[src/rtl/regfile_wb_arbiter_pkg.sv]
// Shared constants and source encodings for the register-file writeback arbiter.
package regfile_wb_arbiter_pkg;
  localparam int DATA_W_DEFAULT = 32;
  localparam int ADDR_W_DEFAULT = 5;
  localparam int NUM_REGS = 2 ** ADDR_W_DEFAULT;
  localparam int REG_ZERO = 0;

  typedef enum logic {
    SRC_ALU = 1'b0,
    SRC_MEM = 1'b1
  } wbSrc_e;
endpackage

[src/rtl/regfile_wb_arbiter_hold_buf.sv]
// One-entry writeback holding buffer: drops x0 writes, frees itself when granted.
module wb_hold_buf
  import regfile_wb_arbiter_pkg::*;
#(
  parameter int DATA_W = DATA_W_DEFAULT,
  parameter int ADDR_W = ADDR_W_DEFAULT
) (
  input  logic              clk,
  input  logic              rst,
  input  logic              valid,
  output logic              ready,
  input  logic [ADDR_W-1:0] rdIn,
  input  logic [DATA_W-1:0] dataIn,
  input  logic              grant,
  output logic              full,
  output logic [ADDR_W-1:0] rd,
  output logic [DATA_W-1:0] data,
  output logic              load
);
  // Ready depends only on held state and the grant, never on valid.
  assign ready = !full || grant;
  assign load  = valid && ready && (rdIn != ADDR_W'(REG_ZERO));

  always_ff @(posedge clk or negedge rst) begin
    if (!rst) begin
      full <= 1'b0;
      rd   <= '0;
      data <= '0;
    end else if (load) begin
      full <= 1'b1;
      rd   <= rdIn;
      data <= dataIn;
    end else if (grant) begin
      full <= 1'b0;
    end
  end
endmodule

[src/rtl/regfile_wb_arbiter.sv]
// Arbitrates ALU and load writebacks onto the single register-file write port
// in program order and publishes a per-register pending-write mask.
module regfile_wb_arbiter
  import regfile_wb_arbiter_pkg::*;
#(
  parameter int DATA_W = DATA_W_DEFAULT,
  parameter int ADDR_W = ADDR_W_DEFAULT
) (
  input  logic                 clk,
  input  logic                 rst,
  input  logic                 alu_valid,
  output logic                 alu_ready,
  input  logic [ADDR_W-1:0]    alu_rd,
  input  logic [DATA_W-1:0]    alu_data,
  input  logic                 mem_valid,
  output logic                 mem_ready,
  input  logic [ADDR_W-1:0]    mem_rd,
  input  logic [DATA_W-1:0]    mem_data,
  output logic                 rf_we,
  output logic [ADDR_W-1:0]    rf_rd,
  output logic [DATA_W-1:0]    rf_wdata,
  output logic [2**ADDR_W-1:0] busy_mask
);
  logic              aluFull, memFull, aluLoad, memLoad;
  logic              grantAlu, grantMem;
  logic              memOlder, memOlderNext;
  logic [ADDR_W-1:0] aluRd, memRd;
  logic [DATA_W-1:0] aluData, memData;
  wbSrc_e            grantSrc;

  wb_hold_buf #(.DATA_W(DATA_W), .ADDR_W(ADDR_W)) aluBuf (
    .clk(clk), .rst(rst), .valid(alu_valid), .ready(alu_ready),
    .rdIn(alu_rd), .dataIn(alu_data), .grant(grantAlu),
    .full(aluFull), .rd(aluRd), .data(aluData), .load(aluLoad)
  );

  wb_hold_buf #(.DATA_W(DATA_W), .ADDR_W(ADDR_W)) memBuf (
    .clk(clk), .rst(rst), .valid(mem_valid), .ready(mem_ready),
    .rdIn(mem_rd), .dataIn(mem_data), .grant(grantMem),
    .full(memFull), .rd(memRd), .data(memData), .load(memLoad)
  );

  // Age flag only matters when both are full; the older entry wins.
  assign grantMem = memFull && (!aluFull || memOlder);
  assign grantAlu = aluFull && !grantMem;
  assign grantSrc = grantMem ? SRC_MEM : SRC_ALU;

  always_comb begin
    memOlderNext = memOlder;
    if (aluLoad && memLoad)
      memOlderNext = 1'b1;
    else if (aluLoad && memFull && !grantMem)
      memOlderNext = 1'b1;
    else if (memLoad && aluFull && !grantAlu)
      memOlderNext = 1'b0;
  end

  always_ff @(posedge clk or negedge rst) begin
    if (!rst) memOlder <= 1'b0;
    else      memOlder <= memOlderNext;
  end

  always_comb begin
    rf_we    = grantAlu || grantMem;
    rf_rd    = '0;
    rf_wdata = '0;
    if (rf_we) begin
      case (grantSrc)
        SRC_MEM: begin rf_rd = memRd; rf_wdata = memData; end
        default: begin rf_rd = aluRd; rf_wdata = aluData; end
      endcase
    end
  end

  for (genvar gi = 0; gi < 2 ** ADDR_W; gi++) begin : g_busy
    assign busy_mask[gi] = (aluFull && aluRd == ADDR_W'(gi)) ||
                           (memFull && memRd == ADDR_W'(gi));
  end
endmodule

[config.mk]
export PLATFORM = sky130hd
export DESIGN_NAME = regfile_wb_arbiter
export DESIGN_NICKNAME = d
export VERILOG_FILES = /design/src/rtl/regfile_wb_arbiter_pkg.sv /design/src/rtl/regfile_wb_arbiter_hold_buf.sv /design/src/rtl/regfile_wb_arbiter.sv
export SDC_FILE = /design/constraint.sdc
export NUM_CORES = 1
export LEC_CHECK = 0
export ABC_CLOCK_PERIOD_IN_PS = 1500
export BUFFER_PORTS_ARGS = -buffer_cell sky130_fd_sc_hd__buf_4
export CORE_MARGIN = 4
export CORE_UTILIZATION = 35
export DETAILED_ROUTE_END_ITERATION = 8
export GPL_TIMING_DRIVEN = 0
export SLEW_MARGIN = 20
export SYNTH_ARGS = -nofsm -noshare
export SYNTH_HDL_FRONTEND = slang
export SYNTH_SLANG_ARGS = --single-unit
[constraint.sdc]
create_clock -name clk -period 1.5 [get_ports clk]
set_clock_uncertainty 0.1 [all_clocks]
set_input_delay 0.075 -clock clk [delete_from_list [all_inputs] [get_ports clk]]
set_output_delay 0.075 -clock clk [all_outputs]
set_load 0.02 [all_outputs]
Yosys cells after proc, flatten, opt, wreduce, memory -nomap -nowiden
Index checks and enable logic that the tools add are counted.
{ "totals": {"output_inout_bits": 72, "inputBits": 78, "wordCells": 203, "regBits": 77} }
{ "classes": {"reduce_logical": 122, "muxes": 12, "n_eq_ne": 62} }
{ "op_table": {"columns": ["operator", "count"], "rows": [
  ["5-bit == test (second input constant)", 32],
  ["5-bit by 4-bit == test with 1-bit output (second input constant)", 16],
  ["1-bit logical AND", 75],
  ["32-bit two-way mux", 2],
  ["5-bit by 3-bit == test with 1-bit output (second input constant)", 8],
  ["1-bit logical OR", 36],
  ["5-bit by 2-bit == test with 1-bit output (second input constant)", 4],
  ["5-bit by 1-bit == test with 1-bit output (second input constant)", 2],
  ["5-bit logical NOT", 2],
  ["5-bit two-way mux", 2],
  ["5-bit nonzero test", 2],
  ["1-bit two-way mux", 8],
  ["1-bit logical NOT", 4],
  ["2-bit nonzero test", 2],
  ["3-bit nonzero test", 1]
]} }

Depth between registers and ports, before layout
{ "depth": {"depth_word": 12, "ltp_mapped": 6, "mapped_depth_nobuf": 4} }

Hierarchy
Synthesis repeated with hierarchy kept, for this count alone.
{ "unflattened": {"hier_cells": 371, "area_unflattened_um2": 4098.9} }
{ "by_module_without_submodules": {"columns": ["mod", "seq_area_each_um2", "n_inst", "cells_each", "area_per_inst_um2"], "rows": [
  ["wb_hold_buf", 950.9, 2, 86, 1461.4],
  ["regfile_wb_arbiter", 25.0, 1, 199, 1176.1]
]} }

Worst setup path after synthesis
Ideal clock, no wire load.
{ "synth_timing": {"kind": "reg-to-reg", "startpoint": "reg memBuf.full", "endpoint": "reg memBuf.data[0]", "setup_time_ns": 0.125, "t_required_ns": 1.275, "slack_ns": -0.410, "t_arrival_ns": 1.685, "period_less_slack_ns": 1.910, "path_stages_with_launch": 6, "path_buffers": 2, "path_cell_list": "dfrtp_1 > clkbuf_1 > nand3_1 > o211ai_4 > buf_6 > mux2_2"} }
{ "synth_via": {"elab_chain_cells": 4, "elab_cells_between_ends": 5, "cone_classes": "5 x reduce/logical"} }
{ "synth_rtl": {"columns": ["element", "line_no", "text"], "rows": [
  ["start: declaration", "regfile_wb_arbiter_hold_buf.sv:15", "output logic full,"],
  ["start signal: assignment", "regfile_wb_arbiter_hold_buf.sv:26", "full <= 1'b0;"],
  ["start signal: assignment", "regfile_wb_arbiter_hold_buf.sv:30", "full <= 1'b1;"],
  ["start signal: assignment", "regfile_wb_arbiter_hold_buf.sv:34", "full <= 1'b0;"],
  ["1-bit logical NOT / 1-bit logical AND (equally long branches)", "regfile_wb_arbiter_hold_buf.sv:21, regfile_wb_arbiter.sv:44", null],
  ["1-bit logical OR *", "regfile_wb_arbiter_hold_buf.sv:21", "assign ready = !full || grant;"],
  ["via mem_ready", "regfile_wb_arbiter.sv:16", "output logic mem_ready,"],
  ["1-bit logical AND * (2 in a row)", "regfile_wb_arbiter_hold_buf.sv:22", "assign load = valid && ready && (rdIn != ADDR_W'(REG_ZERO));"],
  ["end signal: assignment", "regfile_wb_arbiter_hold_buf.sv:32", "data <= dataIn;"],
  ["end: declaration", "regfile_wb_arbiter_hold_buf.sv:17", "output logic [DATA_W-1:0] data,"]
]} }
Mark *: on every way through the listed nets, which the timed path passes. The rest lies on a longest branch.
A chain may end at the register's enable or synchronous reset.

Final worst setup path
{ "layout_timing": {"startpoint": "reg aluBuf.full", "endpoint": "out rf_wdata[15]"} }
{ "layout_via": {"elab_chain_cells": 7, "elab_cells_between_ends": 9, "cone_classes": "3 x mux; 6 x reduce/logical"} }
{ "layout_rtl": {"columns": ["element", "line_no", "text"], "rows": [
  ["start: declaration", "regfile_wb_arbiter_hold_buf.sv:15", null],
  ["start signal: assignment", "regfile_wb_arbiter_hold_buf.sv:26", null],
  ["start signal: assignment", "regfile_wb_arbiter_hold_buf.sv:30", null],
  ["start signal: assignment", "regfile_wb_arbiter_hold_buf.sv:34", null],
  ["1-bit logical NOT", "regfile_wb_arbiter.sv:44", "assign grantMem = memFull && (!aluFull || memOlder);"],
  ["1-bit logical OR", "regfile_wb_arbiter.sv:44", null],
  ["1-bit logical AND", "regfile_wb_arbiter.sv:44", null],
  ["1-bit logical NOT", "regfile_wb_arbiter.sv:45", "assign grantAlu = aluFull && !grantMem;"],
  ["1-bit logical AND", "regfile_wb_arbiter.sv:45", null],
  ["1-bit logical OR", "regfile_wb_arbiter.sv:64", "rf_we = grantAlu || grantMem;"],
  ["32-bit two-way mux *", "regfile_wb_arbiter.sv:67", "if (rf_we) begin"],
  ["end: declaration", "regfile_wb_arbiter.sv:21", "output logic [DATA_W-1:0] rf_wdata,"]
]} }
Every way passes the cells marked *; elsewhere a longest branch is shown, timed or not.

==> out/results.ini <==
[floorplan]
start_util = 0.3654
core_area_mm2 = 0.01103
dieHeight_um = 115.3
die_area_mm2 = 0.01330
die_w_um = 115.3
rows = 38
io_pins = 150

[setup_path]
path_max_fanout = 7
endpoint_kind = output port
crit_path_end = rf_wdata[15]
crit_slowest_cell = dfrtp_1
worst-setup-path-type = reg -> out
r2r_cells = 8
start_kind = flip-flop
max_stage_delay_ns = 0.35
r2r_slack_ns = -0.24
critPathArrivalTime_ns = 1.75
r2r_start = memBuf.full$_DFFE_PN0P_
path_cells = buf_8 -> inv_1 -> o21ai_4 -> buf_12 -> clkbuf_4 -> nand3_1 -> nand2_1 -> buf_4
r2r-end = memBuf.data[27]$_DFFE_PN0N_
startpoint = aluBuf.full$_DFFE_PN0P_
crit_required_ns = 1.32

[synth]
synthFlopType = dfrtp_1
synth-edff-count = 0
ys_ff_latch = 77
yosysSeqAreaShare = 0.4781
synthDistinctLibCells = 31
synth.cell_area_mm2 = 0.004030
synthArstFlopShare = 1.000
syn_nets = 449
syn_area_per_cell_um2 = 10.86
ys_warn_count = 0
syn_inst = 371

[timing]
drv_slew = 0
finalWorstSetupSlack_ns = -0.4265
period_minus_slack_ns = 1.927
setup_viol = 145
fin_crit_sh = 1.284
relSlewSlack = 0.3314
rsz0062_at_grt = yes
fmax_ghz = 0.5191
worst_pin_slew_ns = 1.003
final_hold_viol_count = 0

[final_layout]
regArea_mm2 = 0.001936
nets = 728
final_core_util = 0.7063
n_antenna_cell = 0
instances_no_fill = 795
final_cell_mix = 141 x buf_4, 78 x dlygate4sd3_1, 73 x mux2_4
multiInputGateArea_mm2 = 0.002462
drive_gt1_frac = 0.5786
final_common_cell = buf_4
area_growth_pct = 93.33
fillers = 777

[placement]
dp_slack_ns = -0.5366
hpwlAfterDp_um = 8812
portBuffers = 149
place_inst = 660
gp_congestion = 0.8902

[clock_network]
clkLatencyLatePin_ns = 0.32
numCtsBuffers = 9
ctsRootBufferMaster = clkbuf_16
clock-sinks = 77
cts_tree = yes
clkTransAtPathRegs_ns = 0.06
clock_path_buffers = 2
htreeDepth = 3

[detailed_routing]
drtPass1Iterations = 4
drt-total-wl_um = 14660
drt-wirelength-per-cell_um = 18.44
drt_first_iter_violations = 203
vias = 3973
vias_per_cell = 4.997
postRouteAntennaNets = 0
drc = 0

[pwr]
combPwrFrac = 0.453
swShare = 0.3325
leakage_nw = 3.749
finalPower_w = 0.009761
switchingPower_w = 0.003246
power_frac_clock = 0.256
power.density_mw_per_mm2 = 1253
p_seq_frac = 0.291
internal_power_w = 0.006515
ir_worst_vdd_mv = 0.6779

[global_route]
grt.total_usage = 0.2204
grt_pass1_vias = 4292
grt_pass1_wl_um = 22880
grt_max_degree = 78
antenna_found_initial = 0
grt.overflow.total = 0

[flow_run]
drv_cap = 0

[outcome]
violations = negative setup slack
outcome = finished with violations

[hold_path]
hold_path_class = in -> reg
min_from = mem_rd[1]

[flip-flops by register name (all words and copies together) (netlist names)]
signal       flops
memBuf.data     32
aluBuf.full      1
memOlder         1
memBuf.rd        5
aluBuf.data     32
memBuf.full      1
aluBuf.rd        5
[synthesized netlist by cell type, drive strengths merged, types with 2 or more instances]
cell,n,area [um^2]
buf,9,116.4
mux2,73,934.6
nor2,2,7.510
nand2,83,311.6
nand2b,7,43.79
nor2b,3,18.77
inv,2,7.510
nand4,2,12.51
or2,4,25.02
or4,2,18.77
nand4b,2,17.52
o22ai,32,200.2
or3,4,25.02
a21boi,2,15.02
o21ai,7,35.03
nand3,39,195.2
dfrtp,77,1927
clkbuf,17,73.82
[stage by stage]
stage	hold slack (ns)	instance area, um^2	setup TNS (ns)
2_1_floorplan	-0.3206	4282	-12.14
3_3_place_gp	0.1951	5575	-50.86
3_5_place_dp	0.2010	5575	-52.37
4_1_cts	0.05672	7656	-39.25
5_1_grt	0.1005	7791	-49.64
6_report	0.06362	7791	-40.59
[metal layers]
layer	vias to the layer above	track usage	part of all wire
met2	148	0.3877	0.50
met4	0	0.06103	0.020
met5	-	0	0
li1	1874	-	-
met3	23	0.05421	0.071
met1	1928	0.2684	0.41
[power by group through the flow]
stage               combinational (W)  clock (W)  sequential [W]
finish                        0.00442    0.00250         0.00284
detailed placement            0.00323          0         0.00277
floorplan                     0.00211          0         0.00270
global route                  0.00468    0.00263         0.00290
global placement              0.00319          0         0.00276
CTS                           0.00425    0.00253         0.00281
[worst min-delay path by stage]
stage,endpoint,slack (ns),cells after the start
after floorplan,aluBuf.data[0]$_DFFE_PN0P_,-0.32,0
after global routing,memBuf.full$_DFFE_PN0P_,0.10,3
final,memBuf.full$_DFFE_PN0P_,0.06,3
after CTS,memBuf.full$_DFFE_PN0P_,0.06,3
after detailed placement,memBuf.data[20]$_DFFE_PN0N_,0.20,2
after global placement,memBuf.data[20]$_DFFE_PN0N_,0.20,2
[worst max-delay path: cells and delay by family (launching register included)]
kind	cells	cell delay (ns)
simple gates	2	0.18
buf+inv	5	0.72
compound gates	1	0.17
flops	1	0.35
[logic make-up after synthesis]
logic type,count (synthesis),synth area share
and+or+nand+nor,148,0.1677
muxes,73,0.2319
buffers and inverters,28,0.04905
DFF,77,0.4781
AOI/OAI and AO/OA,45,0.07327
[timing repair]
action / in CTS / in global routing
hold endpoints to repair: 152 / 0
pin swaps: 18 / 8
setup endpoints to repair: 137 / 146
resized for setup: 135 / 44
hold buffers: 78 / 0
gates cloned: 9 / 0
setup buffers: 31 / 15
[area by class of cell]
class / count / share of cell area
flip-flops and latches: 77 / 0.2484
repair buffers: 275 / 0.3337
well taps: 140 / 0.02248
plain buffers: 19 / 0.03437
multi-input cells: 266 / 0.3160
inverters: 2 / 0.001285
clock buffers: 10 / 0.02939
clock inverters: 6 / 0.01429
No activity file was read; power rests on OpenSTA's default activity.
